[config.mk]
export PLATFORM = sky130hd
export DESIGN_NAME = fetch_byte_stream
export DESIGN_NICKNAME = d
export VERILOG_FILES = /design/src/rtl/fetch_byte_stream_pkg.sv /design/src/rtl/fetch_byte_stream_fifo.sv /design/src/rtl/fetch_byte_stream.sv
export SDC_FILE = /design/constraint.sdc
export NUM_CORES = 1
export LEC_CHECK = 0
export BUFFER_PORTS_ARGS = -buffer_cell sky130_fd_sc_hd__buf_2
export CAP_MARGIN = 20
export CORE_ASPECT_RATIO = 0.75
export CORE_MARGIN = 2
export CORE_UTILIZATION = 30
export DETAILED_ROUTE_END_ITERATION = 7
export SLEW_MARGIN = 25
export SYNTH_ARGS = -nofsm -noshare
export SYNTH_HDL_FRONTEND = slang
export SYNTH_SLANG_ARGS = --single-unit
[constraint.sdc]
create_clock -name clk -period 14.4 [get_ports clk]
set_input_delay 2.88 -clock clk [delete_from_list [all_inputs] [get_ports clk]]
set_output_delay 2.88 -clock clk [all_outputs]
set_load 0.01 [all_outputs]
[src/rtl/fetch_byte_stream_pkg.sv]
// Shared types for the byte-stream fetch front end.
// Address/instruction widths and the in-flight tracker entry.
package fetch_byte_stream_pkg;

    localparam int ADDR_W = 64;
    localparam int INST_W = 8;

    typedef logic [ADDR_W-1:0] addr_t;
    typedef logic [INST_W-1:0] inst_t;

    typedef struct packed {
        logic  v;
        addr_t pc;
    } fetch_track_t;

    typedef struct packed {
        inst_t inst;
        addr_t pc;
    } fetch_entry_t;

    function automatic addr_t pc_inc(addr_t a);
        return a + addr_t'(1);
    endfunction

endpackage

[src/rtl/fetch_byte_stream_fifo.sv]
// Small circular FIFO of {inst, pc} with clear and combinational head.
// Push and pop may both occur when full.
module fetch_byte_fifo
    import fetch_byte_stream_pkg::*;
#(
    parameter int    DEPTH  = 3,
    parameter addr_t RST_PC = '0
) (
    input  logic                       clk,
    input  logic                       rstn,
    input  logic                       clr_i,
    input  logic                       push_i,
    input  fetch_entry_t               push_data_i,
    input  logic                       pop_i,
    output fetch_entry_t               head_o,
    output logic [$clog2(DEPTH+1)-1:0] count_o,
    output logic                       empty_o
);

    localparam int CW = $clog2(DEPTH + 1);
    localparam int PW = (DEPTH > 1) ? $clog2(DEPTH) : 1;

    fetch_entry_t  mem_q [DEPTH];
    logic [PW-1:0] rd_q, rd_d;
    logic [PW-1:0] wr_q, wr_d;
    logic [CW-1:0] cnt_q, cnt_d;
    logic          full;

    function automatic logic [PW-1:0] ptr_nxt(logic [PW-1:0] p);
        return (p == PW'(DEPTH - 1)) ? '0 : p + PW'(1);
    endfunction

    assign full    = (cnt_q == CW'(DEPTH));
    assign empty_o = (cnt_q == '0);
    assign count_o = cnt_q;
    assign head_o  = mem_q[rd_q];

    always_comb begin
        rd_d  = rd_q;
        wr_d  = wr_q;
        cnt_d = cnt_q + CW'(push_i) - CW'(pop_i);
        if (push_i) wr_d = ptr_nxt(wr_q);
        if (pop_i)  rd_d = ptr_nxt(rd_q);
        if (clr_i) begin
            rd_d  = '0;
            wr_d  = '0;
            cnt_d = '0;
        end
    end

    always_ff @(posedge clk) begin
        if (!rstn) begin
            rd_q  <= '0;
            wr_q  <= '0;
            cnt_q <= '0;
            for (int i = 0; i < DEPTH; i++) begin
                mem_q[i] <= '{inst: '0, pc: RST_PC};
            end
        end else begin
            rd_q  <= rd_d;
            wr_q  <= wr_d;
            cnt_q <= cnt_d;
            if (push_i && !clr_i) mem_q[wr_q] <= push_data_i;
        end
    end

    // Credit accounting upstream must make this unreachable.
    a_no_overflow: assert property (
        @(posedge clk) disable iff (!rstn)
        !(push_i && full && !pop_i)
    );

endmodule

[src/rtl/fetch_byte_stream.sv]
// Byte fetch front end: credit-limited requests, latency tracker, output FIFO.
// Define FETCH_BYPASS_EN to forward returning data straight to an empty output.
module fetch_byte_stream
    import fetch_byte_stream_pkg::*;
#(
    parameter int    LOAD_LATENCY = 1,
    parameter addr_t RESET_PC     = '0
) (
    input  logic  clk,
    input  logic  rstn,
    output logic  imem_rd,
    output addr_t imem_addr,
    input  inst_t imem_data,
    output inst_t inst,
    output addr_t pc,
    output logic  byte_valid,
    input  logic  stall,
    input  logic  flush,
    input  addr_t redirect_pc
);

    localparam int DEPTH = LOAD_LATENCY + 2;
    localparam int CW    = $clog2(DEPTH + 1);
    localparam int OW    = CW + 1;

    addr_t                           fetch_pc_q, fetch_pc_d;
    fetch_track_t [LOAD_LATENCY-1:0] trk_q, trk_d;
    fetch_track_t                    tail;
    fetch_entry_t                    head;
    fetch_entry_t                    push_data;
    logic [CW-1:0]                   fifo_cnt;
    logic [CW-1:0]                   infl_cnt;
    logic [OW-1:0]                   occ;
    logic [OW-1:0]                   occ_left;
    logic                            fifo_empty;
    logic                            push;
    logic                            pop;
    logic                            cons;

    assign tail = trk_q[LOAD_LATENCY-1];

    always_comb begin
        infl_cnt = '0;
        for (int i = 0; i < LOAD_LATENCY; i++) begin
            infl_cnt = infl_cnt + CW'(trk_q[i].v);
        end
    end

    assign cons     = byte_valid & ~stall & ~flush;
    assign occ      = OW'(fifo_cnt) + OW'(infl_cnt);
    // A byte consumed this cycle frees its slot for a new request.
    assign occ_left = occ - OW'(cons);

    assign imem_rd   = rstn & ~flush & (occ_left < OW'(DEPTH));
    assign imem_addr = fetch_pc_q;

    assign push_data = '{inst: imem_data, pc: tail.pc};
    assign pop       = cons & ~fifo_empty;

`ifdef FETCH_BYPASS_EN
    logic byp;

    assign byp        = fifo_empty & tail.v;
    assign byte_valid = rstn & (~fifo_empty | tail.v);
    assign inst       = byp ? imem_data : head.inst;
    assign pc         = byp ? tail.pc : head.pc;
    assign push       = rstn & tail.v & ~flush & ~(byp & cons);
`else
    assign byte_valid = rstn & ~fifo_empty;
    assign inst       = head.inst;
    assign pc         = head.pc;
    assign push       = rstn & tail.v & ~flush;
`endif

    always_comb begin
        fetch_pc_d = fetch_pc_q;
        if (flush) begin
            fetch_pc_d = redirect_pc;
        end else if (imem_rd) begin
            fetch_pc_d = pc_inc(fetch_pc_q);
        end
    end

    always_comb begin
        trk_d    = '0;
        trk_d[0] = '{v: imem_rd, pc: imem_addr};
        for (int i = 1; i < LOAD_LATENCY; i++) begin
            trk_d[i] = trk_q[i-1];
        end
        if (flush) begin
            for (int i = 0; i < LOAD_LATENCY; i++) begin
                trk_d[i].v = 1'b0;
            end
        end
    end

    always_ff @(posedge clk) begin
        if (!rstn) begin
            fetch_pc_q <= RESET_PC;
            trk_q      <= '0;
        end else begin
            fetch_pc_q <= fetch_pc_d;
            trk_q      <= trk_d;
        end
    end

    fetch_byte_fifo #(
        .DEPTH  (DEPTH),
        .RST_PC (RESET_PC)
    ) u_fifo (
        .clk         (clk),
        .rstn        (rstn),
        .clr_i       (flush),
        .push_i      (push),
        .push_data_i (push_data),
        .pop_i       (pop),
        .head_o      (head),
        .count_o     (fifo_cnt),
        .empty_o     (fifo_empty)
    );

endmodule

==> results <==
- The tree is rooted in a sky130_fd_sc_hd__clkbuf_16.
- Ranked by total cell area, the synthesized netlist is headed by sky130_fd_sc_hd__edfxtp_1, sky130_fd_sc_hd__dfxtp_1, sky130_fd_sc_hd__and2_1.
- The total vias in the final route is 11,850.
- The row count is 77.
- In the final layout, the share of cells above drive strength 1 is 0.2552.
- Compared with the post-synthesis result, the final layout area differs by 19.00%.
- The residual overflow from global routing is 0.
- The number of hold-repair buffers added at the cts stage is 0.
- The worst setup path is launched from an input pin.
- The netlist area before placement is 17,930 um^2.
- Across the VDD grid, the largest voltage drop is 0.00007176 V.
- The average vias per placed instance is 5.065.
- The count of boundary I/O pins is 214.
- The worst pin sits at a relative slew slack of 0.3703.
- The via count of the first global-routing pass is 11,700.
- The detailed-router iteration count before antenna repair is 7.
- The utilization after layout is 0.3618.
- The total CTS buffers is 44.
- The run finished with clean final reports.
- TritonCTS built the clock tree.
- Gates resized during post-CTS repair numbered 0.
- Max-cap violations in this run came to 0.
- The area share of the largest cell type after synthesis is 0.4824.
- The number of distinct standard cells referenced by the synthesized netlist is 59.
- The die span in x is 286.3 um.
- The post-synthesis area per instance is 13.66 um^2.
- For the final database, setup skew stands at 26.57 ps.
- The maximum clock frequency is 98.25 MHz.
- The cell accounting for the most synthesized area is sky130_fd_sc_hd__edfxtp_1.
- The critical path endpoint category is an output port.
- Counting instances in the post-synthesis netlist gives the leading cell types as sky130_fd_sc_hd__edfxtp_1, sky130_fd_sc_hd__and2_1, sky130_fd_sc_hd__dfxtp_1.
- The cell count of the worst reg-to-reg path is 14.
- The async set or reset register ratio after synthesis is 0.
- In the final timing run, aggregate negative setup slack is 0 ps.
- The type of the worst setup path is in2out.
- The buffer depth of the longest clock path is 3.
- The number of hold violations in the final report came to 0.
- The routed wire length is 54.00 mm.
- The final count of pins violating max slew is 0.
- For this design the ratio of total power to cell area is 125.9 nW/um^2.
- At the pin with the least slew margin, the transition time is 941.9 ps.
- The pin count of the biggest net entering global routing is 74.
- Counting flops with a built-in enable in the synthesized netlist gives 288.
- The later pin in the worst-skew pair is clocked with a latency of 580 ps.
- At the worst endpoint, the required time is 11,520 ps.
- The most instantiated flip-flop cell in the synthesis netlist is sky130_fd_sc_hd__edfxtp_1.
- In the global route stage, overall resource usage came out at 0.1727.
- The iteration-0 DRC count of the detailed router is 1,066.
- Measured along the y axis, the die boundary spans 215.7 um.
- The clock transition at the register clock pins on the worst setup and hold paths after CTS is 60 ps.
- The total instance count after detailed placement is 2,257.
- For this run, the post-layout net count is 1,595.
- The maximum level of the CTS H-tree is 2.
- The first global-routing pass estimated 78.83 mm of wire.
- Along the worst path, the maximum fanout reaches 28.
- The die footprint is 61,750 um^2.
- Setup repair after global routing left no endpoint under its margin.
- Yosys printed 0 warnings.
- The count of buffers inserted at the top-level ports is 213.
- Data arrives at the worst endpoint at 7300 ps.
- Routability-driven placement finished with a final weighted congestion of 0.8497.
- Counting I/O delays and the setup requirement, the final critical path takes 10,180 ps.
- The effective utilization at floorplan is 0.3040.
- Setup violations remaining at the end of the flow were counted as 0.
- The number of buffers added for setup after CTS is 0.
- Summed over all cells, the static leakage comes to 7.816 nW.
- In the routed design, unresolved DRC markers number 0.
- The initial antenna violation count is 1.
- The count of nets left with antenna violations once routing finished came out at 0.
- The average routed wire per standard cell is 23.08 um.
- The half-perimeter wire length after detailed placement is 35.31 mm.
- Dividing the final minimum period by the clock period gives 0.7068.
- Counting flops and latches in the post-synthesis netlist gives 425.
- After layout, the design draws a total of 2.686 mW.
- The core region area is 58,960 um^2.
- The number of instances in the synthesized netlist is 1,312.
- For this run, the register share of the synthesized area comes to 0.6354.
- The path type of the worst min-delay path is reg2reg.
- The dominant cell by count in the synthesized netlist is sky130_fd_sc_hd__edfxtp_1.
- Counting the fill cells in the layout gives 5,748.
- Counting every sink on the clock net gives 425.
- The count of non-filler cells in the finished layout is 2,340.
- The total nets after synthesis is 1,394.
- The instance count along the most critical hold path is 0.
## final timing paths
check	startpoint	to	slack [ps]
max reg2reg	u_fifo.count_o[1]	imem_addr[15]	9480
min reg2reg	push_data[63]	u_fifo.mem_q[3][63]	460
max	rstn	imem_rd	4220
min	push_data[63]	u_fifo.mem_q[3][63]	460
## stage by stage
| step | area (um^2) | hold WS, ps | setup slack (ps) |
|---|---|---|---|
| floorplan | 17930 | 427.4 | 5468 |
| global placement | 19870 | 436.4 | 4457 |
| detailed placement | 19870 | 446.7 | 4280 |
| CTS | 21330 | 460.3 | 4323 |
| global route | 21330 | 470.8 | 4013 |
| finish | 21330 | 457.9 | 4221 |
## layout by cell type (no fill, tap or decap), types with 20 or more instances in the layout
cell	instances
sky130_fd_sc_hd__nor2_1	38
sky130_fd_sc_hd__buf_2	213
sky130_fd_sc_hd__or4_1	20
sky130_fd_sc_hd__a31oi_1	33
sky130_fd_sc_hd__clkbuf_16	46
sky130_fd_sc_hd__o21ai_0	32
sky130_fd_sc_hd__nand3_1	39
sky130_fd_sc_hd__dfxtp_1	135
sky130_fd_sc_hd__and2_1	283
sky130_fd_sc_hd__nand4_1	25
sky130_fd_sc_hd__nand2_1	57
sky130_fd_sc_hd__a21oi_1	20
sky130_fd_sc_hd__mux4_2	72
sky130_fd_sc_hd__edfxtp_1	288
## critical path, cell delays in order
cell and delay [ps]:
sky130_fd_sc_hd__buf_2 480, sky130_fd_sc_hd__o21ai_0 230, sky130_fd_sc_hd__or3_1 420, sky130_fd_sc_hd__inv_1 80
sky130_fd_sc_hd__ha_1 220, sky130_fd_sc_hd__inv_1 60, sky130_fd_sc_hd__ha_1 140, sky130_fd_sc_hd__inv_1 50
sky130_fd_sc_hd__fa_1 440, sky130_fd_sc_hd__nand2b_1 210, sky130_fd_sc_hd__nand3_1 720, sky130_fd_sc_hd__clkinv_1 950
sky130_fd_sc_hd__buf_2 400
## layout make-up
type	instances	area [um^2]	area share
well taps	790	988.4	0.04633
flip-flops and latches	425	11400	0.5343
inverters	16	60.06	0.002815
multi-input cells	797	6241	0.2926
clock inverters	23	227.7	0.01067
clock buffers	58	1226	0.05748
repair buffers	229	1186	0.05560
diodes	2	5.005	0.0002346
## metal layers
| metal | share of wire | wire (um) | track usage |
|---|---|---|---|
| met2 | 0.43 | 23350 | 0.2532 |
| met5 | 0.00028 | 15 | 0 |
| met3 | 0.080 | 4332 | 0.04376 |
| met4 | 0.020 | 1084 | 0.04258 |
| met1 | 0.47 | 25210 | 0.2539 |
## report_power, final
| group | internal [mW] | switching [mW] | leakage, nW |
|---|---|---|---|
| Clock | 0.672 | 0.491 | 0.710 |
| Sequential | 1.34 | 0.0393 | 4.07 |
| Combinational | 0.0524 | 0.0889 | 3.04 |
| Total | 2.07 | 0.620 | 7.82 |
## state kept, by name, indices dropped and copies added (netlist names), named ones only
signal	cells
u_fifo.rd_q	2
u_fifo.count_o	2
imem_addr	64
push_data	64
u_fifo.wr_q	2
u_fifo.mem_q	288
tail	1
## cells by family (layout without fill, tap and decap cells)
family,count (synthesis),after routing,share of synthesized area
AO/OA/AOI/OAI,149,149,0.05514
XOR/XNOR,16,16,0.007817
adder cells (fa/ha/maj),6,6,0.004606
buffers and inverters,90,326,0.01919
flip-flops,425,425,0.6354
multiplexers,75,75,0.09220
other,0,2,0
AND/OR/NAND/NOR,551,551,0.1857
Power figures use the tool's default switching activity.
